<file path="src/rtl/sisc_seq.sv">
// sisc_seq -- multi-cycle control sequencer for the SISC processor.
//
// Steps each instruction through FETCH, DECODE, EXECUTE, MEM and WRITEBACK
// (five cycles), or parks in HALT on opcode 4'hF until reset. Control outputs
// are decoded combinationally from the current state and the live opcode;
// opcode, mm and stat are never stored here.
//
// Ports:
//   clk      in   system clock, rising edge
//   rst_f    in   asynchronous active-low reset
//   opcode   in   [3:0] instruction[31:28]
//   mm       in   [3:0] instruction[27:24], branch condition mask
//   stat     in   [3:0] status register {C,V,N,Z}
//   pc_rst   out  clear program counter
//   pc_write out  load program counter
//   pc_sel   out  0 = PC+1, 1 = branch target
//   br_sel   out  0 = absolute target, 1 = PC-relative target
//   ir_load  out  latch instruction register
//   rb_sel   out  0 = read_regb from instr[15:12], 1 = from instr[23:20]
//   alu_op   out  [1:0] 00 pass/add, 01 reg-reg, 10 reg-imm, 11 reserved
//   stat_en  out  update status register
//   dm_we    out  data memory write enable
//   rf_we    out  register file write enable
//   wb_sel   out  0 = ALU result, 1 = memory data
//   halted   out  processor stopped
//   icount   out  [15:0] retired-instruction counter, saturating
module sisc_seq (
  input  logic        clk,
  input  logic        rst_f,
  input  logic [3:0]  opcode,
  input  logic [3:0]  mm,
  input  logic [3:0]  stat,
  output logic        pc_rst,
  output logic        pc_write,
  output logic        pc_sel,
  output logic        br_sel,
  output logic        ir_load,
  output logic        rb_sel,
  output logic [1:0]  alu_op,
  output logic        stat_en,
  output logic        dm_we,
  output logic        rf_we,
  output logic        wb_sel,
  output logic        halted,
  output logic [15:0] icount
);

  localparam logic [3:0] OP_ALU_RR = 4'h1;
  localparam logic [3:0] OP_ALU_RI = 4'h2;
  localparam logic [3:0] OP_BRA    = 4'h4;
  localparam logic [3:0] OP_BRR    = 4'h5;
  localparam logic [3:0] OP_LOAD   = 4'h8;
  localparam logic [3:0] OP_STORE  = 4'hC;
  localparam logic [3:0] OP_HALT   = 4'hF;

  typedef enum logic [2:0] {
    START,
    FETCH,
    DECODE,
    EXECUTE,
    MEM,
    WRITEBACK,
    HALT
  } state_t;

  state_t state;

  // Branch condition: any selected status bit set; mm == 0 never takes.
  logic br_taken;
  assign br_taken = |(stat & mm);

  // An instruction retires on WRITEBACK->FETCH, and a halt retires on
  // DECODE->HALT.
  logic retire;
  assign retire = (state == WRITEBACK) ||
                  ((state == DECODE) && (opcode == OP_HALT));

  always_ff @(posedge clk or negedge rst_f) begin
    if (!rst_f) begin
      state  <= START;
      icount <= '0;
    end else begin
      case (state)
        START:     state <= FETCH;
        FETCH:     state <= DECODE;
        DECODE:    state <= (opcode == OP_HALT) ? HALT : EXECUTE;
        EXECUTE:   state <= MEM;
        MEM:       state <= WRITEBACK;
        WRITEBACK: state <= FETCH;
        HALT:      state <= HALT;
        default:   state <= START;
      endcase
      if (retire && (icount != '1)) begin
        icount <= icount + 16'd1;
      end
    end
  end

  always_comb begin
    pc_rst   = 1'b0;
    pc_write = 1'b0;
    pc_sel   = 1'b0;
    br_sel   = 1'b0;
    ir_load  = 1'b0;
    rb_sel   = 1'b0;
    alu_op   = 2'b00;
    stat_en  = 1'b0;
    dm_we    = 1'b0;
    rf_we    = 1'b0;
    wb_sel   = 1'b0;
    halted   = 1'b0;
    case (state)
      START: pc_rst = 1'b1;
      FETCH: begin
        ir_load  = 1'b1;
        pc_write = 1'b1;
        pc_sel   = 1'b0;
      end
      DECODE: rb_sel = (opcode == OP_STORE);
      EXECUTE: begin
        case (opcode)
          OP_ALU_RR: begin
            alu_op  = 2'b01;
            stat_en = 1'b1;
          end
          OP_ALU_RI: begin
            alu_op  = 2'b10;
            stat_en = 1'b1;
          end
          OP_BRA: begin
            pc_sel   = 1'b1;
            br_sel   = 1'b0;
            pc_write = br_taken;
          end
          OP_BRR: begin
            pc_sel   = 1'b1;
            br_sel   = 1'b1;
            pc_write = br_taken;
          end
          OP_LOAD:  alu_op = 2'b00;
          OP_STORE: begin
            alu_op = 2'b00;
            rb_sel = 1'b1;
          end
          default: ;
        endcase
      end
      MEM: begin
        if (opcode == OP_STORE) begin
          dm_we  = 1'b1;
          rb_sel = 1'b1;
        end
      end
      WRITEBACK: begin
        case (opcode)
          OP_ALU_RR: begin
            rf_we  = 1'b1;
            alu_op = 2'b01;
          end
          OP_ALU_RI: begin
            rf_we  = 1'b1;
            alu_op = 2'b10;
          end
          OP_LOAD: begin
            rf_we  = 1'b1;
            wb_sel = 1'b1;
          end
          default: ;
        endcase
      end
      HALT: halted = 1'b1;
      default: ;
    endcase
  end

endmodule

</file>
<file path="config.mk">
export PLATFORM = sky130hd
export DESIGN_NAME = sisc_seq
export DESIGN_NICKNAME = d
export VERILOG_FILES = /design/src/rtl/sisc_seq.sv
export SDC_FILE = /design/constraint.sdc
export NUM_CORES = 1
export LEC_CHECK = 0
export ABC_CLOCK_PERIOD_IN_PS = 2700
export BUFFER_PORTS_ARGS = -buffer_cell sky130_fd_sc_hd__buf_2
export CAP_MARGIN = 20
export CORE_UTILIZATION = 40
export CTS_CLUSTER_DIAMETER = 80
export DETAILED_ROUTE_END_ITERATION = 6
export GPL_ROUTABILITY_DRIVEN = 0
export PLACE_DENSITY = 0.73
export SLEW_MARGIN = 20
export SYNTH_ARGS = -nofsm -noshare
export SYNTH_HDL_FRONTEND = slang
export SYNTH_SLANG_ARGS = --single-unit
</file>
<file path="constraint.sdc">
create_clock -name clk -period 2.7 [get_ports clk]
set_clock_uncertainty 0.05 [all_clocks]
set_input_delay 0.135 -clock clk [delete_from_list [all_inputs] [get_ports clk]]
set_output_delay 0.135 -clock clk [all_outputs]
set_load 0.01 [all_outputs]
</file>
==> flow_metrics.tcl <==
set metrics [dict create \
    yosysSeqAreaShare_pct 41.3 \
    leakagePower_nw 0.631 \
    cts_buffer_depth 2 \
    drtPass1Iterations 5 \
    die_area_sq_um 3100 \
    num_vias 1052 \
    drtAntennaViolNets 0 \
    status "finished clean" \
    syn-cell-area_sq_um 1150 \
    grt_pass1_vias 860 \
    die_h_um 55.6 \
    synth.distinct_cells 35 \
    cts.sinks 19 \
    wire_per_inst_um 12.5 \
    area_growth_pct 22.5 \
    cts_buffers 3 \
    rsz0062_at_grt "false" \
    worst-setup-path-type "reg2out" \
    setup_tns_ns 0 \
    setup_viol 0 \
    cp-end-kind "primary output" \
    cp-start-kind "register" \
    fin_nets 178 \
    grt_use_total_pct 14.9 \
    clock.fmax_mhz 488 \
    period_needed_ns 2.05 \
    port_buffers 42 \
    path_clk_slew_ns 0.10 \
    dp_cells 188 \
    diodes 0 \
    fillers 263 \
    slew_headroom_pct 68.6 \
    grt_pass1_wl_mm 3.75 \
    cp_cell_sequence "nor2b_1 -> nand2_1 -> nor4b_1 -> and2_1 -> buf_2" \
    synthCells 119 \
    die_width_um 55.6 \
    drive_gt1_share_pct 33.3 \
    synth_most_common_cell "dfrtp_1" \
    synth_async_sr_flop_share_pct 100 \
    fp-row-count 19 \
    grt_overflow 0 \
    core_area_sq_um 2730 \
    clock_latency_ns 0.29 \
    root_buffer "clkbuf_4" \
    worstMarginPinSlew_ns 0.465 \
    syn-mean-instance-area_sq_um 9.67 \
    power_density_nw_per_um2 847 \
    ctsHtreeMaxLevel 1 \
    critPathMaxFanout 7 \
    drt-initial-drc-count 32 \
    totalWireLength_mm 2.41 \
    synth_common_cells "19 x dfrtp_1, 14 x xor2_1, 10 x nand2_1" \
    yosysTopAreaCell "dfrtp_1" \
    ys_ff_latch 19 \
    antenna_found_initial 0 \
    synth_nets 134 \
    arrival_ns 1.87 \
    grt_max_degree 20 \
    hpwl_mm 1.78 \
    cp_slowest_stage_delay_ns 0.47 \
    final_cell_count_no_fill 193 \
    cp.required_ns 2.52 \
    cap_viol_max_count 0 \
    min_path_type "in2reg" \
    cp_slowest_cell "dfrtp_1" \
    ys.flop_type "dfrtp_1" \
    synth-edff-count 0 \
    io_pins 43 \
    synth_top_area_share_pct 41.3 \
    initial_core_util_pct 42.1 \
    via_per_inst 5.45 \
    report.final.slew_viol_count 0 \
    hold_violations 0 \
    layout_worst_path_cycle_share_pct 75.9 \
    yosysWarnings 0 \
    vdd_drop_max_v 0.000545 \
    cts_tree "built" \
    synthTopCellsByArea "dfrtp_1 41%, xor2_1 11%, nor3_1 3.9%" \
    drc 0 \
    cts_setup_buffers 0 \
]
-- layer usage --
metal	share of wire, %	track usage [%]	vias to the layer above
li1	-	-	514
met1	44	19.4	480
met2	46	25.6	52
met3	8.2	1.86	6
met4	1.5	5.36	0
met5	0	0	-
-- through the flow --
stage	power [mW]	hold slack, ns	utilization [%]	instance area [sq um]	worst slack, ns
after floorplan	0.884	-0.211	-	1150	0.980
after global placement	1.04	0.0400	50.3	1370	0.966
after detailed placement	1.06	0.0442	50.3	1370	0.857
after CTS	1.20	0.238	51.6	1410	0.633
after global routing	1.28	0.279	51.6	1410	0.449
final	1.19	0.236	51.6	1410	0.650
-- where the power goes --
part           internal (mW)  total, mW  switching, mW
logic                  0.247      0.532          0.285
registers              0.382      0.522          0.140
clock network         0.0575      0.141         0.0836
total                  0.686       1.19          0.508
-- timing repair --
action                                  4_1_cts  5_1_grt
hold endpoints to repair                     19        0
resized for setup                             0        0
hold buffers                                  1        0
endpoints found under the setup margin        0        0
-- path summary, 6_finish.rpt --
| path | start | cells after the start | endpoint | slack (ns) |
|---|---|---|---|---|
| min reg2reg | icount[7] | 1 | icount[7] | 0.45 |
| min | opcode[1] | 4 | state[0] | 0.24 |
| max | state[2] | 5 | br_sel | 0.65 |
| min in group asynchronous | rst_f | 2 | icount[13] | 0.25 |
| max reg2reg | icount[0] | 6 | icount[1] | 0.83 |
| max in group asynchronous | rst_f | 2 | icount[12] | 2.06 |
-- final cells by class --
cell class / instances / area, sq um / area share, %
clock buffer: 4 / 26.3 / 1.86
inverter: 3 / 11.3 / 0.799
multi-input combinational: 91 / 623 / 44.2
sequential: 19 / 475 / 33.7
tap: 31 / 38.8 / 2.75
timing repair buffer: 45 / 235 / 16.7
-- state kept, by name, indices dropped and copies added, names as in the netlist --
| name | cells |
|---|---|
| state | 3 |
| icount | 16 |
-- worst max-delay path, delay by kind of cell, from the launching register on --
family | cells | cell delay [ns]
DFF | 1 | 0.47
buffers and inverters | 1 | 0.12
and+or+nand+nor | 4 | 0.99
-- layout by cell type (no fill, tap or decap), drive strengths merged --
master,Yosys,final
buf,6,44
dfrtp,19,19
xor2,14,14
nand2,10,10
nor3,9,9
nor2,7,7
nor4,6,6
nor4b,5,5
nand4,5,5
nand3,4,4
clkbuf,0,4
inv,3,3
a21oi,3,3
nor3b,3,3
and2,3,3
nand2b,3,3
nor2b,2,2
a22oi,2,2
o21ai,2,2
mux2,2,2
or2b,1,1
a21o,1,1
nand3b,1,1
a211o,1,1
a21boi,1,1
xnor2,1,1
o31a,1,1
and3,1,1
and4,1,1
mux2i,1,1
ha,1,1
dlygate4sd3,0,1
-- logic make-up after synthesis --
logic type	Yosys count	share of synthesized area, %
AND/OR/NAND/NOR	61	31.6
flip-flops	19	41.3
XOR/XNOR	15	11.4
AO/OA/AOI/OAI	11	7.17
buffers and inverters	9	4.56
multiplexers	3	2.83
adder cells (fa/ha/maj)	1	1.09
(Power assumes the default switching activity.)
